==> src/rtl/iface_arbiter.sv <==
// Round-robin arbiter sharing one memory interface port between N_REQ masters, with burst locking and read-response routing.
// Latency: 1 cycle arbitration from IDLE, 0-bubble handoff on release; read data returns 1 cycle after the accepted read beat.
// Backpressure: a requester's beat is accepted only while it owns the grant (req_ready); non-owners wait with no timeout.
//
// Ports:
//   clk, rst                 clock, synchronous active-high reset
//   req_valid/ready/last     per-requester beat handshake and end-of-burst marker
//   req_rdwr/addr/wr_data/control  per-requester packed beat payloads (slice i belongs to requester i)
//   rsp_valid, rsp_rd_data   read return, rsp_valid one-hot on the issuing requester, data shared
//   interface_*              memory interface port (en/rdwr/addr/wr_data/control out, rd_data in)
module iface_arbiter #(
    parameter int N_REQ     = 2,
    parameter int A_WID     = 32,
    parameter int D_WID     = 128,
    parameter int C_WID     = 5,
    parameter int MAX_BURST = 16
) (
    input  logic                     clk,
    input  logic                     rst,
    input  logic [N_REQ-1:0]         req_valid,
    output logic [N_REQ-1:0]         req_ready,
    input  logic [N_REQ-1:0]         req_last,
    input  logic [N_REQ-1:0]         req_rdwr,
    input  logic [N_REQ*A_WID-1:0]   req_addr,
    input  logic [N_REQ*D_WID-1:0]   req_wr_data,
    input  logic [N_REQ*C_WID-1:0]   req_control,
    output logic [N_REQ-1:0]         rsp_valid,
    output logic [D_WID-1:0]         rsp_rd_data,
    output logic                     interface_en,
    output logic                     interface_rdwr,
    output logic [A_WID-1:0]         interface_addr,
    output logic [D_WID-1:0]         interface_wr_data,
    output logic [C_WID-1:0]         interface_control,
    input  logic [D_WID-1:0]         interface_rd_data
);

    localparam int OW = (N_REQ > 1) ? $clog2(N_REQ) : 1;
    localparam int BW = $clog2(MAX_BURST + 1);

    typedef enum logic {
        IDLE  = 1'b0,
        GRANT = 1'b1
    } state_t;

    state_t          state;
    logic [OW-1:0]   owner;
    logic [OW-1:0]   rr_ptr;
    logic [BW-1:0]   beat_cnt;
    logic            rsp_pend;
    logic [OW-1:0]   rsp_id;

    // Circular first-set search starting at 'start'. Returns {found, index}.
    // Walking the offsets backwards lets the closest-to-start hit overwrite the others.
    function automatic logic [OW:0] rr_pick(input logic [N_REQ-1:0] vld, input logic [OW-1:0] start);
        logic [OW:0] res;
        int          idx;
        res = '0;
        for (int k = N_REQ - 1; k >= 0; k--) begin
            idx = (int'(start) + k) % N_REQ;
            if (vld[idx]) begin
                res = {1'b1, OW'(idx)};
            end
        end
        return res;
    endfunction

    function automatic logic [OW-1:0] next_id(input logic [OW-1:0] id);
        logic [OW-1:0] nxt;
        if (int'(id) >= N_REQ - 1) begin
            nxt = '0;
        end else begin
            nxt = id + 1'b1;
        end
        return nxt;
    endfunction

    logic              accept;
    logic              forced;
    logic              release_beat;
    logic [OW-1:0]     owner_next;
    logic [N_REQ-1:0]  owner_mask;
    logic [OW:0]       idle_pick;
    logic [OW:0]       rel_pick;

    // Outputs are held at zero while rst is asserted, not only after the reset edge.
    assign accept       = !rst && (state == GRANT) && req_valid[owner];
    assign forced       = (beat_cnt == BW'(MAX_BURST - 1));
    assign release_beat = accept && (req_last[owner] || forced);
    assign owner_next   = next_id(owner);
    assign owner_mask   = N_REQ'(1) << owner;
    assign idle_pick    = rr_pick(req_valid, rr_ptr);
    // The releasing owner's bit is masked out, so it cannot re-win in its own release cycle;
    // if nobody else is waiting the arbiter drops to IDLE and it may win again from there.
    assign rel_pick     = rr_pick(req_valid & ~owner_mask, owner_next);

    always_comb begin
        req_ready         = '0;
        interface_en      = 1'b0;
        interface_rdwr    = 1'b0;
        interface_addr    = '0;
        interface_wr_data = '0;
        interface_control = '0;
        if (accept) begin
            req_ready[owner]  = 1'b1;
            interface_en      = 1'b1;
            interface_rdwr    = req_rdwr[owner];
            interface_addr    = req_addr[int'(owner)*A_WID +: A_WID];
            interface_wr_data = req_wr_data[int'(owner)*D_WID +: D_WID];
            interface_control = req_control[int'(owner)*C_WID +: C_WID];
        end
    end

    // Read return is steered by the tag captured with the beat, so it lands on the
    // issuer even when the grant has already moved to another requester.
    always_comb begin
        rsp_valid   = '0;
        rsp_rd_data = '0;
        if (rsp_pend && !rst) begin
            rsp_valid[rsp_id] = 1'b1;
            rsp_rd_data       = interface_rd_data;
        end
    end

    always_ff @(posedge clk) begin
        if (rst) begin
            state    <= IDLE;
            owner    <= '0;
            rr_ptr   <= '0;
            beat_cnt <= '0;
            rsp_pend <= 1'b0;
            rsp_id   <= '0;
        end else begin
            rsp_pend <= accept && !req_rdwr[owner];
            if (accept && !req_rdwr[owner]) begin
                rsp_id <= owner;
            end

            case (state)
                IDLE: begin
                    if (idle_pick[OW]) begin
                        owner <= idle_pick[OW-1:0];
                        state <= GRANT;
                    end
                end
                GRANT: begin
                    if (release_beat) begin
                        beat_cnt <= '0;
                        rr_ptr   <= owner_next;
                        if (rel_pick[OW]) begin
                            owner <= rel_pick[OW-1:0];
                        end else begin
                            state <= IDLE;
                        end
                    end else if (accept) begin
                        beat_cnt <= beat_cnt + 1'b1;
                    end
                end
                default: begin
                    state <= IDLE;
                end
            endcase
        end
    end

endmodule

==> config.mk <==
export PLATFORM = sky130hd
export DESIGN_NAME = iface_arbiter
export DESIGN_NICKNAME = d
export VERILOG_FILES = /design/src/rtl/iface_arbiter.sv
export SDC_FILE = /design/constraint.sdc
export NUM_CORES = 1
export LEC_CHECK = 0
export CAP_MARGIN = 10
export CORE_AREA = 4 4 299 301
export CTS_BUF_LIST = sky130_fd_sc_hd__clkbuf_4 sky130_fd_sc_hd__clkbuf_8 sky130_fd_sc_hd__clkbuf_16
export DETAILED_ROUTE_END_ITERATION = 16
export DIE_AREA = 0 0 303 305
export HOLD_SLACK_MARGIN = 0.03
export PLACE_DENSITY = 0.38
export RECOVER_POWER = 50
export SYNTH_ARGS = -nofsm -noshare
export SYNTH_HDL_FRONTEND = slang
export SYNTH_SLANG_ARGS = --single-unit
==> constraint.sdc <==
create_clock -name clk -period 2.7 [get_ports clk]
set_input_delay 0.81 -clock clk [delete_from_list [all_inputs] [get_ports clk]]
set_output_delay 0.81 -clock clk [all_outputs]
set_load 0.01 [all_outputs]
==> summary.txt <==
Status
  • Status: complete, but fails checks
  • Failing checks: setup timing

Final layout
  • Core Util, Final: roughly 15%
  • Share of cells above drive strength 1: a little over a third
  • Area Growth Syn to Fin: 320.4%
  • Filler cells: just under 10000
  • Most common cell after layout, fill and taps aside: clkdlybuf4s50_1
  • Nets: around 1700
  • Post-route cell area: around 13000 um2
  • Commonest non-fill, non-tap cells in the layout: clkdlybuf4s50_1, a22o_1, buf_2

Global route
  • Vias in the first global route: about 7700
  • Initial antenna violation count: 69
  • Grt ovf: 0
  • Largest net degree at the start of global routing: 42
  • First-pass GRT wire length: 79.99 mm
  • Overall Global Routing Usage: approximately an eighth

Yosys
  • Cells after Synth: 411
  • Synthesis-stage register bit count: 10
  • Ys Warns: 0
  • Synth top area share: about 46%
  • Synth top area cells: a22o_1, and2_1, dfxtp_1
  • Syn Area/Cell: 7.650 um2
  • Post-Syn Nets: 879
  • Distinct cells, synth: 29
  • Synth area leader: a22o_1
  • Post-Syn Area: between 3000 and 4000 um2
  • Sequential-to-total area share from yosys stat: ~6.4%

Clock tree
  • Root buf cell: clkbuf_16
  • TritonCTS Buffers: 3
  • H-tree lvl count: 1
  • Clock latency on the worst-skew pair: 0.23 ns
  • Max clock buf depth: 2
  • Hold-fix buffers, CTS: 0
  • CTS tree: done
  • Number of clock sinks: 10
  • Clock Pin Slew Worst Setup and Hold Paths: roughly 0.040 ns

Die
  • Total Die Area: 92420 um2
  • Core Rows: between 100 and 150
  • Placeable Area: between 80000 and 90000 um2
  • Die height: between 300 and 400 um
  • Initial Util: ~3.6%
  • # IOs: ~770
  • Die X: between 300 and 400 um

Hold path
  • Hold Path Class: flip-flop to flip-flop
  • WHS Path Cells: 2

Power
  • Lkg Pwr: approximately 0.0057 uW
  • Comb power frac: slightly below 80%
  • VDD IR-drop max: 146.0 uV
  • Clock power share: between 10% and 20%
  • Internal power: 1290 uW
  • Power Dens Cells: about 140 nW/um2
  • Psw: ~530 uW
  • Sequential power share: about 8.8%
  • Total power: between 1500 and 2000 uW
  • Sw frac: between 20 and 30%

Placed design
  • Post-DP Area: 12570 um2
  • Detail Placement HPWL: around 58 mm
  • I/O Buffers: ~760
  • RePlAce Congestion: around 0.92
  • Pre-CTS setup slack: -1.137 ns

Critical path
  • Depth of the most critical reg-to-reg path: 5
  • Crit. End Element: output pin
  • CP cell instances: buf_8 > nor2b_4 > and3_4 > buf_12 > bufbuf_16 > a22o_1 > buf_6
  • Crit path depth: 7
  • CP Data Arrival Time: just over 2 ns
  • Worst-path maximum fanout: 11
  • Max stage delay on crit path: about 0.29 ns
  • Critical Path RT: 1.89 ns
  • Startpoint types: input pin
  • Crit-path slowest cell: bufbuf_16
  • Crit-path leading delay family: buffers and inverters
  • Worst path buffer plus inverter count: 4
  • Crit path kind: input pin to output pin

Timing
  • Period utilization: 105.5%
  • RSZ-0062 raised after global routing: true
  • Relative slew slack: 47.13%
  • Setup ws final: -0.1475 ns
  • Worst Max-Slew Pin Slew: 0.7820 ns
  • Max Fclk: about 350 MHz
  • Count of final setup violators: about 260
  • Post-layout min period: around 2.8 ns
  • Clock skew: between 0.0006 and 0.0007 ns
  • Slew Limit Fails: 0
  • Final Hold Viols: 0

Drt
  • DR WL/cell: 27.03 um
  • Detailed Routing Iterations Pass 1: 4
  • Final wirelength: 65.16 mm
  • Vias: approximately 7400
  • Via density: 3.054
  • ANT nets after route: 0
  • DRT iter0 DRCs: ~350
  • DRC Markers: 0

Job
  • Max_cap viols: 0
state kept, by name, indices dropped and copies added, names as in the netlist:
register,count
beat_cnt,5
owner,1
rr_ptr,1
rsp_id,1
rsp_pend,1
state,1
layer usage:
| layer | global-route usage (%) | share of wire [%] | up-vias | routed length (um) |
|---|---|---|---|---|
| met5 | 0 | 0.68 | - | 445 |
| met4 | 1.189 | 1.5 | 68 | 958 |
| met3 | 6.307 | 12 | 104 | 8037 |
| met2 | 23.31 | 49 | 480 | 31770 |
| met1 | 14.16 | 37 | 3473 | 23950 |
| li1 | - | - | 3239 | - |
power by group through the flow:
stage               Combinational, uW  Clock (uW)  Sequential, uW
finish                           1410         256             160
global route                     1490         270             161
CTS                              1410         260             160
detailed placement               1350           0             161
global placement                 1340           0             161
floorplan                         261           0             158
worst paths after layout:
path / to / slack (ns) / from
setup / recovery: interface_wr_data[17] / -0.15 / rst
hold / removal: beat_cnt[3]$_SDFFE_PP0P_ / 0.50 / beat_cnt[3]$_SDFFE_PP0P_
setup reg to reg: beat_cnt[2]$_SDFFE_PP0P_ / 0.63 / owner$_SDFFE_PP0P_
hold reg to reg: beat_cnt[3]$_SDFFE_PP0P_ / 0.50 / beat_cnt[3]$_SDFFE_PP0P_
cell type report:
| cell class | instances | area (um2) | share of cell area [%] |
|---|---|---|---|
| clock buffer | 3 | 75.07 | 0.5680 |
| sequential | 10 | 200.2 | 1.515 |
| timing repair buffer | 874 | 8641 | 65.37 |
| inverter | 4 | 15.01 | 0.1136 |
| multi-input combinational | 344 | 2789 | 21.10 |
| tap | 1155 | 1445 | 10.93 |
| antenna | 21 | 52.55 | 0.3976 |
cells in the mapped netlist:
library cell / count
a21oi_1: 5
a221oi_1: 1
a22o_1: 165
a22oi_1: 2
and2_1: 129
and3_1: 3
buf_2: 19
buf_4: 6
buf_6: 11
clkbuf_1: 17
dfxtp_1: 10
ha_1: 2
inv_1: 4
mux2_2: 2
mux2_4: 1
mux2i_1: 3
nand2_1: 4
nand2b_1: 4
nand3_1: 1
nand3b_1: 1
nor2_1: 8
nor2b_1: 2
nor2b_2: 1
nor3_1: 2
nor4b_4: 1
o211ai_2: 1
o21ai_1: 3
o2bb2ai_1: 2
or3_1: 1
what timing repair did:
item,4_1_cts,5_1_grt
pin swaps,40,39
buffers inserted,35,13
gates cloned,13,9
resized for setup,805,278
setup endpoints to repair,299,286
logic make-up (layout without fill, tap and decap cells):
group                    count (synthesis)  count (layout)  synth area share (%)
buffers and inverters                   57             881                 10.90
adder cells (fa/ha/maj)                  2               2                0.7957
flip-flops                              10              10                 6.367
AND/OR/NAND/NOR                        157             157                 30.84
AO/OA/AOI/OAI                          179             179                 48.95
multiplexers                             6               6                 2.149
other                                    0              21                     0
metrics by stage:
| step | instances | TNS, ns | hold slack, ns |
|---|---|---|---|
| after global placement | 2326 | -269.72 | 0.4676 |
| after global routing | 2395 | -37.36 | 0.5150 |
| after CTS | 2375 | -33.96 | 0.4906 |
| after floorplan | 411 | 0 | 0.4518 |
| after detailed placement | 2326 | -269.99 | 0.4772 |
| final | 2411 | -19.54 | 0.4957 |
worst min-delay path: stages (launching register included):
cell and delay (ns):
dfxtp_1 0.32, nand2b_1 0.07, o21ai_1 0.05
Power figures use the tool's default switching activity.
